<file path="config.mk">
export PLATFORM = sky130hd
export DESIGN_NAME = bsg_event_counter_bank
export DESIGN_NICKNAME = d
export VERILOG_FILES = /design/src/rtl/bsg_event_counter_pkg.sv /design/src/rtl/bsg_event_counter_ch.sv /design/src/rtl/bsg_event_counter_bank.sv
export SDC_FILE = /design/constraint.sdc
export NUM_CORES = 1
export LEC_CHECK = 0
export BUFFER_PORTS_ARGS = -buffer_cell sky130_fd_sc_hd__buf_2
export CAP_MARGIN = 10
export CELL_PAD_IN_SITES_DETAIL_PLACEMENT = 0
export CELL_PAD_IN_SITES_GLOBAL_PLACEMENT = 1
export CORE_UTILIZATION = 43
export DETAILED_ROUTE_END_ITERATION = 7
export GPL_ROUTABILITY_DRIVEN = 1
export PLACE_DENSITY_LB_ADDON = 0.1
export SLEW_MARGIN = 20
export SYNTH_ARGS = -nofsm -noshare
export SYNTH_HDL_FRONTEND = slang
export SYNTH_SLANG_ARGS = --single-unit
</file>
<file path="constraint.sdc">
create_clock -name clk_i -period 5 [get_ports clk_i]
set_input_delay 1.5 -clock clk_i [delete_from_list [all_inputs] [get_ports clk_i]]
set_output_delay 1.5 -clock clk_i [all_outputs]
set_load 0.005 [all_outputs]
</file>
<file path="src/rtl/bsg_event_counter_pkg.sv">
// Shared types and helpers for the event counter bank.
//   ctr_mode_e : overflow behaviour of a channel (wrap or saturate).
//   ctr_get    : pull channel k of width w out of a packed counter bus.
//                The bus is zero-extended to ctr_bus_t by the caller.
package bsg_event_counter_pkg;

    typedef enum logic {
        e_ctr_wrap     = 1'b0,
        e_ctr_saturate = 1'b1
    } ctr_mode_e;

    localparam int ctr_max_width_lp = 64;
    localparam int ctr_max_bus_lp   = 1024;

    typedef logic [ctr_max_bus_lp-1:0] ctr_bus_t;

    function automatic logic [ctr_max_width_lp-1:0] ctr_get(
        input ctr_bus_t    bus,
        input int unsigned k,
        input int unsigned w
    );
        ctr_bus_t                    shifted;
        logic [ctr_max_width_lp-1:0] mask;
        shifted = bus >> (k * w);
        if (w >= 32'(ctr_max_width_lp)) begin
            mask = '1;
        end else begin
            mask = (ctr_max_width_lp'(1) << w) - ctr_max_width_lp'(1);
        end
        return shifted[ctr_max_width_lp-1:0] & mask;
    endfunction

endpackage

</file>
<file path="src/rtl/bsg_event_counter_ch.sv">
// One counter channel: counter register, sticky overflow flag and the
// clear > increment > hold priority.
//   clk_i, reset_n_i : clock, async active-low reset
//   inc_i            : increment request (already gated by global enable)
//   clear_i          : synchronous clear of counter and overflow flag
//   ctr_o            : registered counter value
//   ovf_o            : registered sticky overflow flag
module bsg_event_counter_ch
    import bsg_event_counter_pkg::*;
#(
    parameter int        width_p = 16,
    parameter ctr_mode_e mode_p  = e_ctr_wrap
) (
    input  logic               clk_i,
    input  logic               reset_n_i,
    input  logic               inc_i,
    input  logic               clear_i,
    output logic [width_p-1:0] ctr_o,
    output logic               ovf_o
);

    logic [width_p-1:0] ctr_d, ctr_q;
    logic               ovf_d, ovf_q;
    logic [width_p:0]   sum;

    always_comb begin
        ctr_d = ctr_q;
        ovf_d = ovf_q;
        // The carry out of the widened add is the overflow condition;
        // in wrap mode the low bits are already the wrapped value of 0.
        sum   = {1'b0, ctr_q} + (width_p+1)'(1);
        if (clear_i) begin
            ctr_d = '0;
            ovf_d = 1'b0;
        end else if (inc_i) begin
            if (sum[width_p]) begin
                ovf_d = 1'b1;
                ctr_d = (mode_p == e_ctr_saturate) ? ctr_q : sum[width_p-1:0];
            end else begin
                ctr_d = sum[width_p-1:0];
            end
        end
    end

    always_ff @(posedge clk_i or negedge reset_n_i) begin
        if (!reset_n_i) begin
            ctr_q <= '0;
            ovf_q <= 1'b0;
        end else begin
            ctr_q <= ctr_d;
            ovf_q <= ovf_d;
        end
    end

    assign ctr_o = ctr_q;
    assign ovf_o = ovf_q;

endmodule

</file>
<file path="src/rtl/bsg_event_counter_bank.sv">
// Bank of els_p independent event/cycle counters with an atomic snapshot.
//   clk_i, reset_n_i : clock, async active-low reset
//   en_i             : global count enable (clear and snapshot ignore it)
//   event_v_i        : per-channel increment request
//   clear_i          : per-channel synchronous clear
//   snap_v_i         : capture every live counter into the snapshot bus
//   ctr_r_o          : live counters, channel k at [k*width_p +: width_p]
//   ovf_r_o          : sticky overflow flag per channel
//   snap_r_o         : snapshot values, same packing as ctr_r_o
//   snap_v_o         : one-cycle pulse when snap_r_o has been refreshed
module bsg_event_counter_bank
    import bsg_event_counter_pkg::*;
#(
    parameter int width_p    = 16,
    parameter int els_p      = 4,
    parameter int saturate_p = 0
) (
    input  logic                     clk_i,
    input  logic                     reset_n_i,
    input  logic                     en_i,
    input  logic [els_p-1:0]         event_v_i,
    input  logic [els_p-1:0]         clear_i,
    input  logic                     snap_v_i,
    output logic [els_p*width_p-1:0] ctr_r_o,
    output logic [els_p-1:0]         ovf_r_o,
    output logic [els_p*width_p-1:0] snap_r_o,
    output logic                     snap_v_o
);

    localparam ctr_mode_e mode_lp = (saturate_p != 0) ? e_ctr_saturate : e_ctr_wrap;

    logic [els_p*width_p-1:0] ctr_live;
    logic [els_p-1:0]         ovf_live;

    for (genvar k = 0; k < els_p; k++) begin : g_ch
        bsg_event_counter_ch #(
            .width_p (width_p),
            .mode_p  (mode_lp)
        ) u_ch (
            .clk_i     (clk_i),
            .reset_n_i (reset_n_i),
            .inc_i     (en_i & event_v_i[k]),
            .clear_i   (clear_i[k]),
            .ctr_o     (ctr_live[k*width_p +: width_p]),
            .ovf_o     (ovf_live[k])
        );
    end

    logic [els_p*width_p-1:0] snap_d, snap_q;
    logic                     snap_v_d, snap_v_q;

    // Captures the channel registers as they stand before this edge, so a
    // simultaneous clear or increment is not visible in the snapshot.
    always_comb begin
        snap_d   = snap_q;
        snap_v_d = snap_v_i;
        if (snap_v_i) begin
            snap_d = ctr_live;
        end
    end

    always_ff @(posedge clk_i or negedge reset_n_i) begin
        if (!reset_n_i) begin
            snap_q   <= '0;
            snap_v_q <= 1'b0;
        end else begin
            snap_q   <= snap_d;
            snap_v_q <= snap_v_d;
        end
    end

    assign ctr_r_o  = ctr_live;
    assign ovf_r_o  = ovf_live;
    assign snap_r_o = snap_q;
    assign snap_v_o = snap_v_q;

endmodule

</file>
==> results.toml, run 1 <==
[worst_setup_path]
path_max_fanout = 34
path_depth = 3
crit_path_end = "snap_r_o[14]"
critPathCaptureType = "flop"
rr_endpoint = "g_ch[1].u_ch.ctr_o[14]"
setup.worst_path.start = "snap_v_i"
r2r_setup_slack_ns = 3.17
critPathBufInv = 2
crit_required_ns = 5.30
start_kind = "input pin"
slowest_delay_ns = 0.58
worstPathCellList = "buf_2, buf_4, mux2_2"
rr_startpoint = "g_ch[1].u_ch.ctr_o[0]"
crit_family = "buffers and inverters"
crit_type = "in2reg"
ff2ff_path_depth = 5
slowest_stage = "buf_2"
cp.arrival_ns = 3.02

[synth]
ys_seq_area_share_pct = 58.0
syn_inst = 497
mappedNetlistArea_sq_um = 5740
yosys_warnings = 0
ys_ff_latch = 133
postSynthAreaPerCell_sq_um = 11.6
syn-num-nets = 513
yosys.cell_types.count = 30

[place]
place_congestion = 0.768
detailed_place_hpwl_microns = 8040
pre_cts_ws_ns = 1.80
port_buffers = 144
placed_cells = 792

[detailed_routing]
ant_nets = 0
drt-total-wl_microns = 11900
dr.first_iter.drc_count = 136
dr.pass1.iters = 4
wl_per_cell_microns = 14.4
vias = 4203
drc_errors = 0
avgViaCountPerCell = 5.11

[global_route]
grt_pass1_vias = 4050
grt_pass1_wl_microns = 20600
grt_use_total_pct = 18.8
grt_start_max_net_pins = 113
antenna_found_initial = 0
gr-total-overflow = 0

[sta]
clock_skew_ns = 0.00476
maxSlewHeadroom_pct = 42.0
fin_ws_ns = 2.28
final_max_slew_viol_count = 0
finalSetupViolations = 0
fin_setup_tns_ns = 0
rsz0062_at_grt = "no"
hold_violations = 0
max_freq_mhz = 368
period_minus_slack_ns = 2.72
finalCritPeriodShare_pct = 54.4
worst_pin_slew_ns = 0.870

[min_path]
hold_class = "reg2reg"

[floorplanning]
io_pins = 145
dieHeight_microns = 118
core_sq_um = 12800
fp.dieW_microns = 118
dieArea_sq_um = 13800
start_util_pct = 44.8
rows = 41

[cts]
numCtsBuffers = 17
clkSinkCount = 133
post-cts-setup-buffers = 0
clock_latency_ns = 0.41
cts_tree = "yes"
cts_root_buf = "clkbuf_16"
cts_resized = 0
clk_pin_slew_worst_paths_ns = 0.05
cts.path.max_buffers = 2
h-tree-depth = 4
cts_hold_buf = 0

[power_and_ir_drop]
p_comb_share_pct = 3.6
vdd_drop_max_uv = 180
finalPower_mw = 2.30
power.density_nw_per_um2 = 323
p_int_mw = 1.82
p_seq_share_pct = 47.6
switching_share_pct = 21.1
power.leakage_nw = 3.61
clkPwrFrac_pct = 48.8
power_switching_mw = 0.486

[final_layout]
layout_common_cells = "143 x buf_2, 133 x dfrtp_1, 66 x mux2_2"
antenna_cells = 0
synthToLayoutAreaGrowth_pct = 24.3
nets = 655
mostFrequentLayoutCell = "buf_2"
final_core_util_pct = 55.7
fin_cells = 822
drive_gt1_share_pct = 38.3

[run_status]
status = "complete, no violations"

[job]
maxCapViolCount = 0
==> Yosys cell counts, drive strengths merged <==
cell | instances | area (sq um)
nor4b | 1 | 8.76
xor2 | 10 | 87.6
ha | 4 | 50.1
clkbuf | 16 | 60.1
nor4 | 12 | 75.1
dfrtp | 133 | 3330
a31oi | 4 | 25.0
nor2b | 2 | 12.5
mux2 | 66 | 743
buf | 7 | 43.8
nand2 | 21 | 78.8
o21ai | 7 | 35.0
and4 | 3 | 26.3
a31o | 6 | 52.6
nor2 | 61 | 229
or4 | 1 | 11.3
a21oi | 20 | 100
and2 | 1 | 6.26
nand2b | 4 | 25.0
a21o | 1 | 7.51
nand4 | 21 | 131
nand3 | 20 | 105
inv | 15 | 56.3
nor3 | 20 | 100
or3 | 7 | 46.3
xnor2 | 34 | 298
==> per-layer routing <==
metal,part of all wire [%],global-route usage [%],vias up
li1,-,-,2022
met1,46,24.8,2059
met2,47,29.1,107
met3,5.2,5.18,15
met4,1.8,7.69,0
met5,0,0,-
==> through the flow <==
stage	hold slack, ns	area [sq um]
after floorplan	0.464	5740
after global placement	0.476	6600
after detailed placement	0.486	6600
after CTS	0.503	7140
after global routing	0.518	7140
final	0.498	7140
==> cell type report <==
class                   count  area [sq um]
fillers                  1146          5690
flip-flops and latches    133          3330
multi-input cells         326          2250
repair buffers            146           744
clock buffers              26           519
well taps                 172           215
inverters                  15          56.3
clock inverters             4          20.0
==> power groups by stage <==
stage               logic [mW]  registers, mW  clock network [mW]
CTS                     0.0868           1.10                1.15
finish                  0.0834           1.10                1.12
floorplan               0.0405           1.11                   0
global placement        0.0848           1.11                   0
global route            0.0966           1.10                1.20
detailed placement      0.0867           1.12                   0
==> worst min-delay path by stage <==
stage                       startpoint                  to  slack, ns  cells after the start
detailed placement  g_ch[3].u_ch.ovf_o  g_ch[3].u_ch.ovf_o       0.49                      2
floorplan           g_ch[0].u_ch.ovf_o  g_ch[0].u_ch.ovf_o       0.46                      2
CTS                       snap_r_o[27]        snap_r_o[27]       0.50                      1
global route              snap_r_o[56]        snap_r_o[56]       0.52                      1
finish                     snap_r_o[8]         snap_r_o[8]       0.50                      1
global placement    g_ch[2].u_ch.ovf_o  g_ch[2].u_ch.ovf_o       0.48                      2
==> kinds of logic after synthesis <==
kind of cell	Yosys count	synth area share (%)
AO/OA/AOI/OAI	38	3.83
XOR/XNOR	44	6.71
adder cells (fa/ha/maj)	4	0.871
buffers and inverters	38	2.79
flip-flops	133	58.0
multiplexers	66	12.9
AND/OR/NAND/NOR	174	14.9
==> sequential cells by signal, indices dropped and copies added (netlist names) <==
register / cells
g_ch.u_ch.ovf_o: 4
g_ch.u_ch.ctr_o: 64
snap_r_o: 64
snap_v_o: 1
(Power assumes the default switching activity.)
==> run 2: changes to the inputs <==
Settings changed: CORE_UTILIZATION 43 to 41.
Clock period 5 ns to 2.58 ns, I/O delays scaled along.
==> run 2 against run 1 <==
Clock-buffer cell count is 2 lower. First-iteration DRC count increased by 93%. Worst setup slack got worse by 1.6 ns. Critical path depth decreased by 2. Cell count up 1.7%. Global-route usage grew 0.11 points. Utilization is 1.1 points lower. Non-clock buffer count increased by 8. Critical path type is now reg2out.
==> results.toml, run 2 (synthesized netlist as in run 1, its figures left out) <==
[power_and_ir_drop]
power.density_nw_per_um2 = 664
power.leakage_nw = 3.69
finalPower_mw = 4.87
vdd_drop_max_uv = 463

[worst_setup_path]
r2r_setup_slack_ns = 0.78
crit_family = "flip-flops"
critPathBufInv = 1
crit_type = "reg2out"
slowest_stage = "dfrtp_1"
crit_required_ns = 1.81
rr_endpoint = "g_ch[3].u_ch.ctr_o[13]"
cp.arrival_ns = 1.09
critPathCaptureType = "output pin"
ff2ff_path_depth = 4
start_kind = "flop"
crit_path_end = "ctr_r_o[26]"
path_depth = 1
setup.worst_path.start = "g_ch[1].u_ch.ctr_o[10]"
slowest_delay_ns = 0.50
rr_startpoint = "g_ch[3].u_ch.ctr_o[3]"
path_max_fanout = 8
worstPathCellList = "buf_2"

[floorplanning]
core_sq_um = 13500
io_pins = 145
dieArea_sq_um = 14500
dieHeight_microns = 120
rows = 42
start_util_pct = 42.7
fp.dieW_microns = 120

[min_path]
hold_class = "in2async"

[place]
port_buffers = 144
placed_cells = 804
pre_cts_ws_ns = 0.330
place_congestion = 0.803
detailed_place_hpwl_microns = 8470

[final_layout]
synthToLayoutAreaGrowth_pct = 27.7
layout_common_cells = "143 x buf_2, 133 x dfrtp_1, 66 x mux2_2"
mostFrequentLayoutCell = "buf_2"
final_core_util_pct = 54.5
antenna_cells = 0
nets = 663
fin_cells = 836
drive_gt1_share_pct = 39.2

[sta]
final_max_slew_viol_count = 0
finalSetupViolations = 0
clock_skew_ns = 0.00667
hold_violations = 0
fin_setup_tns_ns = 0
finalCritPeriodShare_pct = 72.2
rsz0062_at_grt = "no"
worst_pin_slew_ns = 0.658
period_minus_slack_ns = 1.86
maxSlewHeadroom_pct = 55.7
max_freq_mhz = 537
fin_ws_ns = 0.718

[detailed_routing]
drt-total-wl_microns = 12600
ant_nets = 0
wl_per_cell_microns = 15.1
dr.first_iter.drc_count = 263
dr.pass1.iters = 5
avgViaCountPerCell = 5.09
vias = 4257
drc_errors = 0

[cts]
clock_latency_ns = 0.42
cts_root_buf = "clkbuf_16"
cts_hold_buf = 0
clk_pin_slew_worst_paths_ns = 0.05
cts.path.max_buffers = 2
post-cts-setup-buffers = 0
numCtsBuffers = 17
clkSinkCount = 133
h-tree-depth = 4
cts_tree = "yes"
cts_resized = 0

[global_route]
grt_pass1_vias = 4165
grt_use_total_pct = 18.9
antenna_found_initial = 0
gr-total-overflow = 0
grt_pass1_wl_microns = 21100
grt_start_max_net_pins = 66

[run_status]
status = "complete, no violations"

[job]
maxCapViolCount = 0
## run 2: changes by cell type in the layout (fill, tap and decap cells not counted)
cell and change:
buf_12 +3, buf_4 +5, buf_6 +1, bufinv_16 +4
clkbuf_8 -3, clkinv_2 -2, clkinvlp_4 +2
## run 2: final cells by class
class | instances | area (sq um)
clock inverter | 8 | 145
timing repair buffer | 154 | 840
multi-input combinational | 326 | 2250
tap | 176 | 220
clock buffer | 24 | 492
sequential | 133 | 3330
inverter | 15 | 56.3
fill | 1226 | 6120
## run 2: how the worst min path moves through the flow
stage	from	endpoint	slack, ns	cells after the start
2_1_floorplan	g_ch[0].u_ch.ovf_o	g_ch[0].u_ch.ovf_o	0.46	2
3_3_place_gp	g_ch[2].u_ch.ovf_o	g_ch[2].u_ch.ovf_o	0.48	2
3_5_place_dp	g_ch[0].u_ch.ovf_o	g_ch[0].u_ch.ovf_o	0.49	2
4_1_cts	reset_n_i	snap_r_o[4]	0.31	1
5_1_grt	reset_n_i	snap_r_o[5]	0.32	1
6_report	reset_n_i	g_ch[0].u_ch.ctr_o[7]	0.29	1
## run 2: routing by layer
| layer | GRT usage, % | part of all wire, % | vias to the layer above |
|---|---|---|---|
| li1 | - | - | 2041 |
| met2 | 29.4 | 47 | 102 |
| met4 | 6.33 | 1.1 | 0 |
| met5 | 0 | 0 | - |
| met3 | 5.19 | 4.8 | 9 |
| met1 | 25.5 | 47 | 2105 |
## run 2: where the power goes
| part | leakage, nW | switching, mW | internal, mW | total [mW] |
|---|---|---|---|---|
| combinational | 1.54 | 0.114 | 0.0645 | 0.178 |
| clock | 0.306 | 0.853 | 1.72 | 2.57 |
| sequential | 1.85 | 0.0191 | 2.11 | 2.12 |
## run 2: per-stage QoR
| stage | area (sq um) | hold slack, ns |
|---|---|---|
| floorplan | 5740 | 0.464 |
| global placement | 6700 | 0.481 |
| detailed placement | 6700 | 0.489 |
| CTS | 7340 | 0.308 |
| global route | 7340 | 0.322 |
| finish | 7340 | 0.295 |
